### src/rtl/rr_mux_reg.sv
// rr_mux_reg: NUM_IN-way valid/ready mux, fixed or round-robin select, registered output.
// Define RR_MUX_LOCK_EN to add in_last/out_last and lock round-robin grants per packet.
module rr_mux_reg #(
  parameter int WIDTH  = 8,
  parameter int NUM_IN = 4,
  parameter int SEL_W  = 2
) (
  input  logic                    clk,
  input  logic                    reset,
  input  logic [NUM_IN*WIDTH-1:0] in_data,
  input  logic [NUM_IN-1:0]       in_valid,
  output logic [NUM_IN-1:0]       in_ready,
`ifdef RR_MUX_LOCK_EN
  input  logic [NUM_IN-1:0]       in_last,
  output logic                    out_last,
`endif
  input  logic                    mode,
  input  logic [SEL_W-1:0]        select,
  output logic [WIDTH-1:0]        out_data,
  output logic                    out_valid,
  input  logic                    out_ready,
  output logic [SEL_W-1:0]        out_chan
);

  localparam logic [SEL_W:0]   NUM_L   = (SEL_W+1)'(NUM_IN);
  localparam logic [SEL_W-1:0] LAST_CH = SEL_W'(NUM_IN-1);

  logic [SEL_W-1:0] rr_ptr;
  logic [NUM_IN-1:0] grant;
  logic [SEL_W-1:0] gidx;
  logic [WIDTH-1:0] sel_data;
  logic load_en;
  logic xfer;

`ifdef RR_MUX_LOCK_EN
  logic             lock_q;
  logic [SEL_W-1:0] lock_ch;
  logic             sel_last;
`endif

  // One-hot grant: external select, held lock, or rotating search after rr_ptr
  always_comb begin : grant_gen
    logic             found;
    logic [SEL_W-1:0] idx;
    grant = '0;
    gidx  = '0;
    found = 1'b0;
    idx   = '0;
    if (!mode) begin
      if ({1'b0, select} < NUM_L) begin
        grant[select] = in_valid[select];
        gidx          = select;
      end
    end
`ifdef RR_MUX_LOCK_EN
    else if (lock_q) begin
      grant[lock_ch] = in_valid[lock_ch];
      gidx           = lock_ch;
    end
`endif
    else begin
      for (int k = 1; k <= NUM_IN; k++) begin
        idx = SEL_W'((int'(rr_ptr) + k) % NUM_IN);
        if (!found && in_valid[idx]) begin
          grant[idx] = 1'b1;
          gidx       = idx;
          found      = 1'b1;
        end
      end
    end
  end

  // Data of the granted channel
  always_comb begin
    sel_data = '0;
    for (int i = 0; i < NUM_IN; i++)
      if (grant[i]) sel_data = in_data[i*WIDTH +: WIDTH];
  end

`ifdef RR_MUX_LOCK_EN
  assign sel_last = |(in_last & grant);
`endif

  assign load_en  = !out_valid || out_ready;
  assign in_ready = grant & {NUM_IN{load_en && !reset}};
  assign xfer     = |in_ready;

  // Output register, round-robin pointer and packet lock
  always_ff @(posedge clk) begin
    if (reset) begin
      out_valid <= 1'b0;
      out_data  <= '0;
      out_chan  <= '0;
      rr_ptr    <= LAST_CH;
`ifdef RR_MUX_LOCK_EN
      out_last  <= 1'b0;
      lock_q    <= 1'b0;
      lock_ch   <= '0;
`endif
    end else begin
      if (xfer) begin
        out_data  <= sel_data;
        out_chan  <= gidx;
        out_valid <= 1'b1;
`ifdef RR_MUX_LOCK_EN
        out_last  <= sel_last;
`endif
        if (mode) rr_ptr <= gidx;
      end else if (out_ready) begin
        out_valid <= 1'b0;
      end
`ifdef RR_MUX_LOCK_EN
      if (!mode) begin
        lock_q <= 1'b0;
      end else if (xfer) begin
        lock_q  <= !sel_last;
        lock_ch <= gidx;
      end
`endif
    end
  end

endmodule

### config.mk
export PLATFORM = sky130hd
export DESIGN_NAME = rr_mux_reg
export DESIGN_NICKNAME = d
export VERILOG_FILES = /design/src/rtl/rr_mux_reg.sv
export SDC_FILE = /design/constraint.sdc
export NUM_CORES = 1
export LEC_CHECK = 0
export ABC_AREA = 1
export ABC_CLOCK_PERIOD_IN_PS = 2790
export BUFFER_PORTS_ARGS = -buffer_cell sky130_fd_sc_hd__buf_2
export CAP_MARGIN = 20
export CORE_ASPECT_RATIO = 0.7
export CORE_MARGIN = 2
export CORE_UTILIZATION = 35
export DETAILED_ROUTE_END_ITERATION = 8
export GPL_ROUTABILITY_DRIVEN = 0
export SLEW_MARGIN = 20
export SYNTH_ARGS = -nofsm -noshare
export SYNTH_HDL_FRONTEND = slang
export SYNTH_SLANG_ARGS = --single-unit
### constraint.sdc
create_clock -name clk -period 2.79 [get_ports clk]
set_clock_uncertainty 0.2 [all_clocks]
set_input_delay 0.837 -clock clk [delete_from_list [all_inputs] [get_ports clk]]
set_output_delay 0.837 -clock clk [all_outputs]
set_load 0.005 [all_outputs]
==> impl_results.md <==
* Outcome: finished with violations
* Violated checks: setup timing
* Fin cells at 420
* Syn nets at about 310
* Worst-margin pin slew at 0.465 ns
* Initial DRC count at 93
* All-Layer GR Usage at 0.191
* Die area at just over 5000 µm²
* Sequential area share after synthesis at 0.163
* Tmin final at about 3.0 ns
* Initial Util at 0.365
* Required @ worst endpoint at between 1.5 and 2 ns
* Vias at 2,014
* CTS Buffer Depth at 2
* Post-DRT Antenna Nets at 0
* Die Height at 60.6 µm
* CP max stage cell: a21boi_2
* Synth cell types at 30
* R2R cell count at 20
* GRT overflow at 0
* Drt wl/cell at 12.4 µm
* Max Cap Viol at 0
* Startpoint class of the critical path: input port
* Ports at 57
* Clk sinks at 13
* Critical hold path startpoint: out_valid
* Worst slew margin at 0.687
* # setup viols final at 15
* Setup slack, reg-to-reg at 0 ns
* Syn Inst Count at ~260
* Vias in the first global route at 1,714
* Worst-path cell chain: buf_8 > inv_6 > nand2_4 > nand3_4 > nand2_8 > buf_6 > nand2_2 > a21boi_2 > nand3_1 > nand2_2 > a21oi_2 > buf_2
* Area Overhead vs Synth at 64.8%
* Hold endpoint: out_valid
* Yosys warns at 0
* Post-synthesis instance area at 1600 µm²
* Dpl ws at -0.323 ns
* Hold path cells at 2
* Depth of the CTS H-tree at 1
* VDD IR max at around 0.00049 V
* Pre-Repair DR Iteration Count at 4
* Final period utilization at 1.07
* Initial antenna violation count at 0
* Pwr Density at 580 nW/µm²
* Clock slew at reported path FFs at around 0.060 ns
* Core Region at approximately 4400 µm²
* RR Startpoint: rr_ptr[1]
* CTS root buf: clkbuf_8
* CP most frequent cell: nand2_2
* CTS Buf Count at 3
* #FFs+latches synth at 13
* Standard-cell rows at 20
* DRT Wirelength at ~5.2 mm
* CP endpoint kind: output pin
* Avg Cell Area, Syn at roughly 6 µm²
* First-pass GRT wire length at 7.76 mm
* CP Class: input port to output pin
* Final core utilization at 0.602
* R2R Path End: out_data[7]
* Via density at between 4 and 5
* Layout cells sized above 1 at 0.534
* Pin count of the biggest net entering global routing at 17
* Leakage at roughly 1.4 nW
* Min setup slack post-route at -0.204 ns
* TritonCTS clock tree: done
* Placed Cells at 397
* Net count, final at about 420
* Largest stage delay, worst path at 0.15 ns
* Max Clk Rate at 334 MHz
* Remaining DRCs at 0
* Die X at 84.8 µm
* Final-report max-slew violation count at 0
* CP arrival at a little under 2 ns
* RSZ-0062 raised after global routing: true
* DP Wirelength at 3.66 mm
* Worst-Skew Late Latency at about 0.25 ns
* Critical path peak fanout at 6
* N_diodes at 0
* Port bufs at 56
* Worst hold path class: flip-flop to flip-flop
* Final Hold Viols at 0
flip-flops by register name, indices dropped and copies added (netlist names):
register   cells
out_chan       2
out_valid      1
out_data       8
rr_ptr         2
power breakdown:
group,internal (mW),switching [mW],leakage [nW]
registers,0.232,0.0222,0.107
logic,0.493,0.612,1.28
clock network,0.101,0.0691,0.0228
routing by layer:
layer	global-route usage	share of wire	up-vias
met3	0.0150	0.049	12
met5	0	0	-
li1	-	-	1049
met1	0.278	0.48	894
met4	0.0794	0.026	0
met2	0.295	0.44	59
cells in the mapped netlist:
library cell  number  share of area
nor2_4             1         0.0070
inv_2              5          0.012
clkbuf_1           1         0.0023
o21ai_4            2          0.020
buf_6              2          0.014
nand2_8            1          0.013
clkinv_1           2         0.0047
nor2_2             3          0.012
nand3_2            2          0.013
nand2_4            7          0.049
nor3_1             2         0.0063
inv_1             40          0.094
dfxtp_1           13           0.16
buf_2              2         0.0063
nand2_1           73           0.17
a21oi_2           11          0.060
a21boi_1           1         0.0047
a21boi_0           2         0.0094
a31oi_1            1         0.0039
nand3_1           46           0.14
nor4_1             2         0.0078
o21ai_0            5          0.016
nand2_2            6          0.023
o211ai_1           1         0.0047
nand3_4            1          0.011
nand4_1            2         0.0078
o311ai_0           1         0.0055
nor2_1             8          0.019
a21oi_1           11          0.034
ha_1               8          0.063
per-stage QoR:
stage	cell area [µm²]	hold slack (ns)	setup TNS, ns	total power [mW]
2_1_floorplan	1640	0.275	-0.0444	0.830
3_3_place_gp	2170	0.283	-1.37	1.10
3_5_place_dp	2170	0.279	-1.35	1.10
4_1_cts	2460	0.287	-1.06	1.40
5_1_grt	2640	0.322	-3.04	1.65
6_report	2640	0.290	-1.42	1.53
worst max path at each step:
stage | startpoint | to | slack [ns] | cells after the start
floorplan | in_valid[3] | in_ready[2] | -0.04 | 11
global placement | in_valid[3] | in_ready[3] | -0.34 | 11
detailed placement | in_valid[0] | in_ready[0] | -0.32 | 10
CTS | in_valid[3] | in_ready[0] | -0.20 | 11
global route | in_valid[2] | in_ready[0] | -0.28 | 11
finish | in_valid[3] | in_ready[3] | -0.20 | 12
worst max-delay path, delay by kind of cell:
kind / cells / cell delay, ns
AND/OR/NAND/NOR: 6 / 0.51
buffers and inverters: 4 / 0.35
AO/OA/AOI/OAI: 2 / 0.26
final cells by class:
type / count / area [µm²]
multi-input cells: 197 / 1340
inverters: 47 / 198
flip-flops and latches: 13 / 263
well taps: 55 / 68.8
fillers: 413 / 1740
clock buffers: 4 / 45.0
repair buffers: 104 / 724
repair_timing:
| action | in CTS | in global routing |
|---|---|---|
| resized for setup | 42 | 37 |
| setup endpoints to repair | 4 | 17 |
| setup buffers | 11 | 12 |
| pin swaps | 20 | 23 |
| hold buffers | 0 | 0 |
| cloned | 0 | 0 |
layout by cell type, fill, tap and decap left out, types with 2 or more instances in the layout:
cell type	netlist	final
nand2_4	7	10
nand3_2	2	17
nor2_4	1	6
buf_4	0	37
nor4_1	2	2
buf_6	2	13
o21ai_0	5	3
inv_1	40	34
buf_8	0	3
nand3_1	46	31
dfxtp_2	0	2
buf_2	2	51
o21ai_2	0	2
inv_2	5	8
a21oi_4	0	2
nand2_1	73	61
clkbuf_8	0	3
nand2_2	6	15
ha_1	8	7
a21oi_1	11	9
o21ai_4	2	2
nor2_1	8	4
nor2_2	3	2
nand4_1	2	2
a21oi_2	11	11
dfxtp_1	13	11
nor3_2	0	2
logic make-up (layout without fill, tap and decap cells):
| logic type | after synthesis | after routing | synth area share |
|---|---|---|---|
| AOI/OAI and AO/OA | 35 | 35 | 0.159 |
| and+or+nand+nor | 154 | 154 | 0.483 |
| adders and majority gates | 8 | 8 | 0.0626 |
| buffers and inverters | 52 | 155 | 0.133 |
| DFF | 13 | 13 | 0.163 |
No activity file was read; power rests on OpenSTA's default activity.
